$ cat src/rtl/ecg_spike_event_packer.sv
// Packs ECG spike-neuron events into {pos, neg, delta} words and buffers them in a show-ahead FIFO.
// Optional per-window spike rate counters are built only when SPIKE_RATE_WIN_EN is defined.
module ecg_spike_event_packer #(
   parameter int DEPTH = 8,
   parameter int DT_W  = 14,
   parameter int WIN   = 360
) (
   input  logic            clk,
   input  logic            reset,
   input  logic            en,
   input  logic            spike_pos,
   input  logic            spike_neg,
   output logic [DT_W+1:0] evt_data,
   output logic            evt_valid,
   input  logic            evt_ready,
   output logic [7:0]      drop_cnt,
   output logic            ovf
`ifdef SPIKE_RATE_WIN_EN
   ,
   output logic [7:0]      rate_pos,
   output logic [7:0]      rate_neg,
   output logic [0:0]      rate_stb
`endif
);

   localparam int AW = $clog2(DEPTH);
   localparam logic [AW:0] FULL_CNT = (AW+1)'(DEPTH);
   // delta_q holds completed cycles; the word reports delta_q+1 so the current cycle is included.
   localparam logic [DT_W-1:0] DELTA_LAST = {{(DT_W-1){1'b1}}, 1'b0};

   generate
      if (DEPTH < 2 || DEPTH > 64 || (DEPTH & (DEPTH - 1)) != 0 || WIN < 2) begin : g_param_chk
         $error("ecg_spike_event_packer: illegal DEPTH or WIN");
      end
   endgenerate

   logic [DT_W+1:0] mem_q [DEPTH];
   logic [AW-1:0]   wr_ptr_q, rd_ptr_q;
   logic [AW:0]     count_q;
   logic [DT_W-1:0] delta_q, delta_inc;
   logic            evt_det, mark, push, pop, full, accept, drop;
   logic [DT_W+1:0] word;

   assign delta_inc = delta_q + DT_W'(1);
   assign evt_det   = en & (spike_pos | spike_neg);
   assign mark      = en & ~(spike_pos | spike_neg) & (delta_q == DELTA_LAST);
   assign push      = evt_det | mark;
   assign word      = evt_det ? {spike_pos, spike_neg, delta_inc} : {2'b00, {DT_W{1'b1}}};

   assign full      = (count_q == FULL_CNT);
   assign evt_valid = (count_q != '0);
   assign pop       = evt_valid & evt_ready;
   // A full FIFO still takes a word when the head leaves on the same edge.
   assign accept    = push & (~full | pop);
   assign drop      = push & full & ~pop;
   assign evt_data  = evt_valid ? mem_q[rd_ptr_q] : '0;

   always_ff @(posedge clk) begin
      if (accept) begin
         mem_q[wr_ptr_q] <= word;
      end
   end

   always_ff @(posedge clk or negedge reset) begin
      if (!reset) begin
         wr_ptr_q <= '0;
         rd_ptr_q <= '0;
         count_q  <= '0;
         delta_q  <= '0;
         drop_cnt <= '0;
         ovf      <= 1'b0;
      end else begin
         if (en) begin
            delta_q <= push ? '0 : delta_inc;
         end
         if (accept) begin
            wr_ptr_q <= wr_ptr_q + AW'(1);
         end
         if (pop) begin
            rd_ptr_q <= rd_ptr_q + AW'(1);
         end
         if (accept && !pop) begin
            count_q <= count_q + (AW+1)'(1);
         end else if (!accept && pop) begin
            count_q <= count_q - (AW+1)'(1);
         end
         if (drop) begin
            ovf <= 1'b1;
            if (drop_cnt != 8'hFF) begin
               drop_cnt <= drop_cnt + 8'd1;
            end
         end
      end
   end

`ifdef SPIKE_RATE_WIN_EN
   localparam int WW = $clog2(WIN);

   logic [WW-1:0] win_q;
   logic [7:0]    pos_q, neg_q;

   function automatic logic [7:0] sat_inc(input logic [7:0] c, input logic inc);
      return (inc && c != 8'hFF) ? c + 8'd1 : c;
   endfunction

   always_ff @(posedge clk or negedge reset) begin
      if (!reset) begin
         win_q    <= '0;
         pos_q    <= '0;
         neg_q    <= '0;
         rate_pos <= '0;
         rate_neg <= '0;
         rate_stb <= '0;
      end else begin
         rate_stb <= 1'b0;
         if (en) begin
            if (win_q == WW'(WIN - 1)) begin
               win_q    <= '0;
               pos_q    <= '0;
               neg_q    <= '0;
               rate_pos <= sat_inc(pos_q, spike_pos);
               rate_neg <= sat_inc(neg_q, spike_neg);
               rate_stb <= 1'b1;
            end else begin
               win_q <= win_q + WW'(1);
               pos_q <= sat_inc(pos_q, spike_pos);
               neg_q <= sat_inc(neg_q, spike_neg);
            end
         end
      end
   end
`endif

endmodule
$ cat config.mk
export PLATFORM = sky130hd
export DESIGN_NAME = ecg_spike_event_packer
export DESIGN_NICKNAME = d
export VERILOG_FILES = /design/src/rtl/ecg_spike_event_packer.sv
export SDC_FILE = /design/constraint.sdc
export NUM_CORES = 1
export LEC_CHECK = 0
export ABC_CLOCK_PERIOD_IN_PS = 11200
export BUFFER_PORTS_ARGS = -buffer_cell sky130_fd_sc_hd__clkbuf_2
export CORE_UTILIZATION = 47
export CTS_CLUSTER_DIAMETER = 40
export DETAILED_ROUTE_END_ITERATION = 7
export GPL_TIMING_DRIVEN = 0
export PLACE_DENSITY_LB_ADDON = 0.25
export SYNTH_ARGS = -nofsm -noshare
export SYNTH_HDL_FRONTEND = slang
export SYNTH_SLANG_ARGS = --single-unit
export TNS_END_PERCENT = 100
$ cat constraint.sdc
create_clock -name clk -period 11.2 [get_ports clk]
set_input_delay 2.24 -clock clk [delete_from_list [all_inputs] [get_ports clk]]
set_output_delay 2.24 -clock clk [all_outputs]
set_load 0.01 [all_outputs]
Word level (Yosys, flattened, before mapping) --
Memories as Yosys holds them, arrays and structs flattened. Index checks and enable logic that the tools add are counted. W data, S select, Z words.
Cells by class: add/sub/neg operators 6, multiply operators 0, div/mod/pow operators 0, magnitude comparators 0, equal/unequal tests 3, shifts and indexed selects 0, multiplexer cells 7, bitwise logic cells 13, reductions and logical operators 7
Operator list (number):
- $mux W16 | 2
- $add A14 B1 Y14 const B | 1
- $eq A14 B14 Y1 const B | 1
- $mux W14 | 1
- $add A8 B1 Y8 const B | 1
- $mux W4 | 2
- $ne A8 B8 Y1 const B | 1
- $and A1 B1 Y1 | 7
- $add A3 B1 Y3 const B | 2
- $add A4 B1 Y4 const B | 1
- $eq A4 B4 Y1 const B | 1
- $reduce_bool A4 Y1 | 1
- $sub A4 B1 Y4 const B | 1
- $not A1 Y1 | 3
- $or A1 B1 Y1 | 3
- $logic_and A1 B1 Y1 | 2
- $logic_not A1 Y1 | 2
- $mux W1 | 2
- $reduce_and A2 Y1 | 1
- $reduce_bool A2 Y1 | 1
Word-level totals: register bits 33, bits in latches 0, RAM bits 128, ROM bits 0, input bits 6, output and inout port bits 26, word-level logic and storage cells 43, memories kept 1
Memories:
- mem_q | depth 8, bits a word 16, read ports 1, clocked after memory_dff 0, write ports 1, RTL line 37 | logic [DT_W+1:0] mem_q [DEPTH];

Depth between registers and ports, before layout --
word-level depth 10, gate-level depth with buffers 13, mapped depth without buffers 13

Worst setup path before layout --
OpenSTA, ideal clock, no wires.
path type input-to-reg, start input port en, end memory mem_q[1][0] (netlist bit) (enable), setup time 436 ps, arrival 4831 ps, setup slack 5933 ps, cell stages on the path 4, buffers on the path 0, cell sequence nand3_1 -> nor4_2 -> o21ai_1 -> nor4b_1
Between the ends: cells in the longest elaborated chain, start to end 6, elaborated cells between the ends (all ways) 7, classes of those cells mux (2); bitwise (5)
RTL lines:
- start: declaration | RTL line 10 | input logic en,
- $and A1 B1 Y1 (2 in series) | RTL line 46 | assign mark = en & ~(spike_pos | spike_neg) & (delta_q == DELTA_LAST);
- $or A1 B1 Y1 * | RTL line 47 | assign push = evt_det | mark;
- $and A1 B1 Y1 * | RTL line 54 | assign accept = push & (~full | pop);
- $mux W1 * | RTL line 59 | if (accept) begin
- $mux W1 (implied by the code) * | RTL line 60 | mem_q[wr_ptr_q] <= word;
- end: declaration | RTL line 37
Every way passes the cells marked *; elsewhere a longest branch is shown, timed or not.

Worst setup path in the final report --
start register rd_ptr_q[2], end output port evt_data[14]
Between the ends: cells in the longest elaborated chain, start to end 2
RTL lines:
- start: declaration | RTL line 38 | logic [AW-1:0] wr_ptr_q, rd_ptr_q;
- start signal: assignment | RTL line 80 | rd_ptr_q <= rd_ptr_q + AW'(1);
- $mem_v2 Z8 W16
- $mux W16 | RTL line 56 | assign evt_data = evt_valid ? mem_q[rd_ptr_q] : '0;
- end: declaration | RTL line 13 | output logic [DT_W+1:0] evt_data,
Every way passes these cells.

==> metrics <==
total track usage 21.6%; Core Area about 0.014 mm^2; clk sinks 161; Antenna Nets Post-Route 0; drt drc 0; gpl congestion between 0.8 and 0.9; die width approximately 120 um; total CTS buffers 17; Worst Path Max Fanout 10; Worst Max-Slew Pin Slew between 1000 and 1500 ps; final setup TNS 0 ps; initial antenna violation count 0; fill count ~1,100; Vias/cell a little under 6; Pwr Total around 1.9 mW; Final Max Tran Viols 0; global route total overflow 0; Root Buffer Master clkbuf_16; fin crit period slightly below 5000 ps; Avg WL per Cell between 20 and 25 um; Synth cell types 54; CP endpoint kind primary output; fin crit share between 40% and 50%; Die ar. 0.0152 mm^2; clk_skew between 6 and 7 ps; top_reg_cell synth edfxtp_1; Yosys warning count 0; fraction of layout cells with a size suffix above 1 25.0%; Seq/Total Area, Yosys ~68%; post-synthesis cell area a little under 0.007 mm^2; PD cells 240 mW/mm^2; via count about 4,000; Critical Path Source Type flop; Max VDD drop 0.116 mV; Post-synth EDFFs about 130; Clk pin slew, worst setup/hold paths about 60 ps; DR iter-0 viols 380; CP required ~9000 ps; Async SR Flop Fraction 20.5%; n_diodes 0; synthesized net count 440; Pleak around 2.8 nW; Port Buffer Count 31; post-CTS sizing 0; area grow syn2layout 15.8%; Slew Limit Headroom about a third; Hold Buf Count CTS 0; pin count of the biggest net entering global routing 34; CP arrival 2720 ps; final-report setup violation count 0; worst min path class flop to flop; number of max-cap violations 0; TritonCTS clock tree built; Total Wirelength between 10,000 and 15,000 um; die height between 100 and 150 um; first-pass GRT wire length ~23,000 um; HPWL after DPL between 10,000 and 15,000 um; number of buffers added for setup after CTS 0; clock latency on the worst-skew pair ~420 ps; syn avg cell area between 15 and 20 um^2; Seq cells post-synth 161; Final Hold Vio Count 0; Row Count 43; Initial DRT Pass Iterations 5; status finished, final reports clean; CTS max path bufs 2; reg2reg setup slack 7650 ps; H-tree levels 4; setup repair after global routing missed its margin false; fmax between 200 and 250 MHz; num ports 32; starting density of the core slightly below 50%; vias in the first global route ~4,100; post-synthesis cell count around 430; WS Path Type flop to primary output; nets@finish a little over 500
## metal layers
metal  GRT usage, %  up-vias  wire length [um]
met5              0        -                 0
met4           8.43        0               202
met3           4.06       15               516
met2           34.8       87              7220
met1           29.2     2075              6630
li1               -     1806                 -
## logic make-up (layout without fill, tap and decap cells)
kind of cell / after synthesis / in the layout / synth area share [%]
AOI/OAI and AO/OA: 43 / 43 / 4.72
xor gates and xnor gates: 15 / 15 / 1.90
adders and majority gates: 9 / 9 / 1.74
buffers and inverters: 34 / 109 / 2.03
DFF: 161 / 161 / 67.5
muxes: 55 / 55 / 13.9
and+or+nand+nor: 108 / 108 / 8.23
## report_power, final
group	leakage, nW	switching [mW]	internal, mW
clock	0.263	0.218	0.321
sequential	1.56	0.0491	0.741
combinational	0.996	0.324	0.270
## stage by stage
step,setup slack (ps),util [%],hold slack [ps],area (um^2),instances
2_1_floorplan,5930,-,479,6920,425
3_3_place_gp,3740,51.8,491,7300,636
3_5_place_dp,5960,53.1,486,7480,650
4_1_cts,6170,56.8,501,8010,680
5_1_grt,6040,56.8,520,8010,680
6_report,6240,56.8,497,8010,680
## cell usage in the layout, fill, tap and decap left out, types with 17 or more instances in the layout
cell / count
edfxtp_1: 128
dfrtp_1: 33
mux4_2: 32
clkbuf_2: 31
nand2_1: 25
nand3_1: 22
nor2_1: 21
clkbuf_1: 17
mux2i_1: 17
clkbuf_16: 17
## layout make-up
class                      instances  area [um^2]  area share, %
clock inverter                    10         95.1           1.19
timing repair buffer              45          298           3.72
buffer                            22         95.1           1.19
multi-input combinational        230         2150           26.8
inverter                          12         45.0          0.562
clock buffer                      20          437           5.45
sequential                       161         4670           58.3
tap                              180          225           2.81
## path summary, 6_finish.rpt
kind / start / end / cells past startpoint
setup / recovery: rd_ptr_q[2] / evt_data[14] / 5
hold / removal: ovf / ovf / 1
setup reg to reg: delta_q[0] / mem_q[2][11] / 8
hold reg to reg: ovf / ovf / 1
max in group asynchronous: reset / delta_q[12] / 1
min in group asynchronous: reset / delta_q[11] / 1
## registers in the layout (all words and copies together) (netlist names)
register / count
mem_q: 128
delta_q: 14
drop_cnt: 8
count_q: 4
rd_ptr_q: 3
wr_ptr_q: 3
ovf: 1
## cells in the mapped netlist (2+ instances only)
cell       instances  area, um^2
a211oi_1           3        22.5
a31oi_1            6        37.5
and2_1             2        12.5
and4_1             2        17.5
buf_1              3        11.3
buf_2              4        20.0
clkbuf_1          14        52.6
dfrtp_1           33         826
edfxtp_1         128        3840
ha_1               8         100
inv_1             12        45.0
mux2_2             5        56.3
mux2i_1           17         170
mux4_2            32         721
nand2_1           25        93.8
nand2b_1           4        25.0
nand3_1           22         110
nand3b_1           4        30.0
nand4_1            6        37.5
nor2_1            22        82.6
nor3_1             5        25.0
nor3b_1            2        15.0
nor4_1             3        18.8
nor4_2             2        25.0
nor4b_1            2        17.5
o211ai_1           3        22.5
o21ai_0            9        45.0
o221ai_1           4        35.0
o22ai_1            2        12.5
o2bb2ai_1          2        17.5
o31ai_1            3        22.5
xnor2_1           10        87.6
xor2_1             5        43.8
## worst max-delay path, cell delays in order (launching register included)
cell,delay [ps]
dfrtp_1,320
buf_1,530
clkbuf_1,820
mux2i_1,380
nor2_1,90
clkbuf_2,150
No activity file was read; power rests on OpenSTA's default activity.
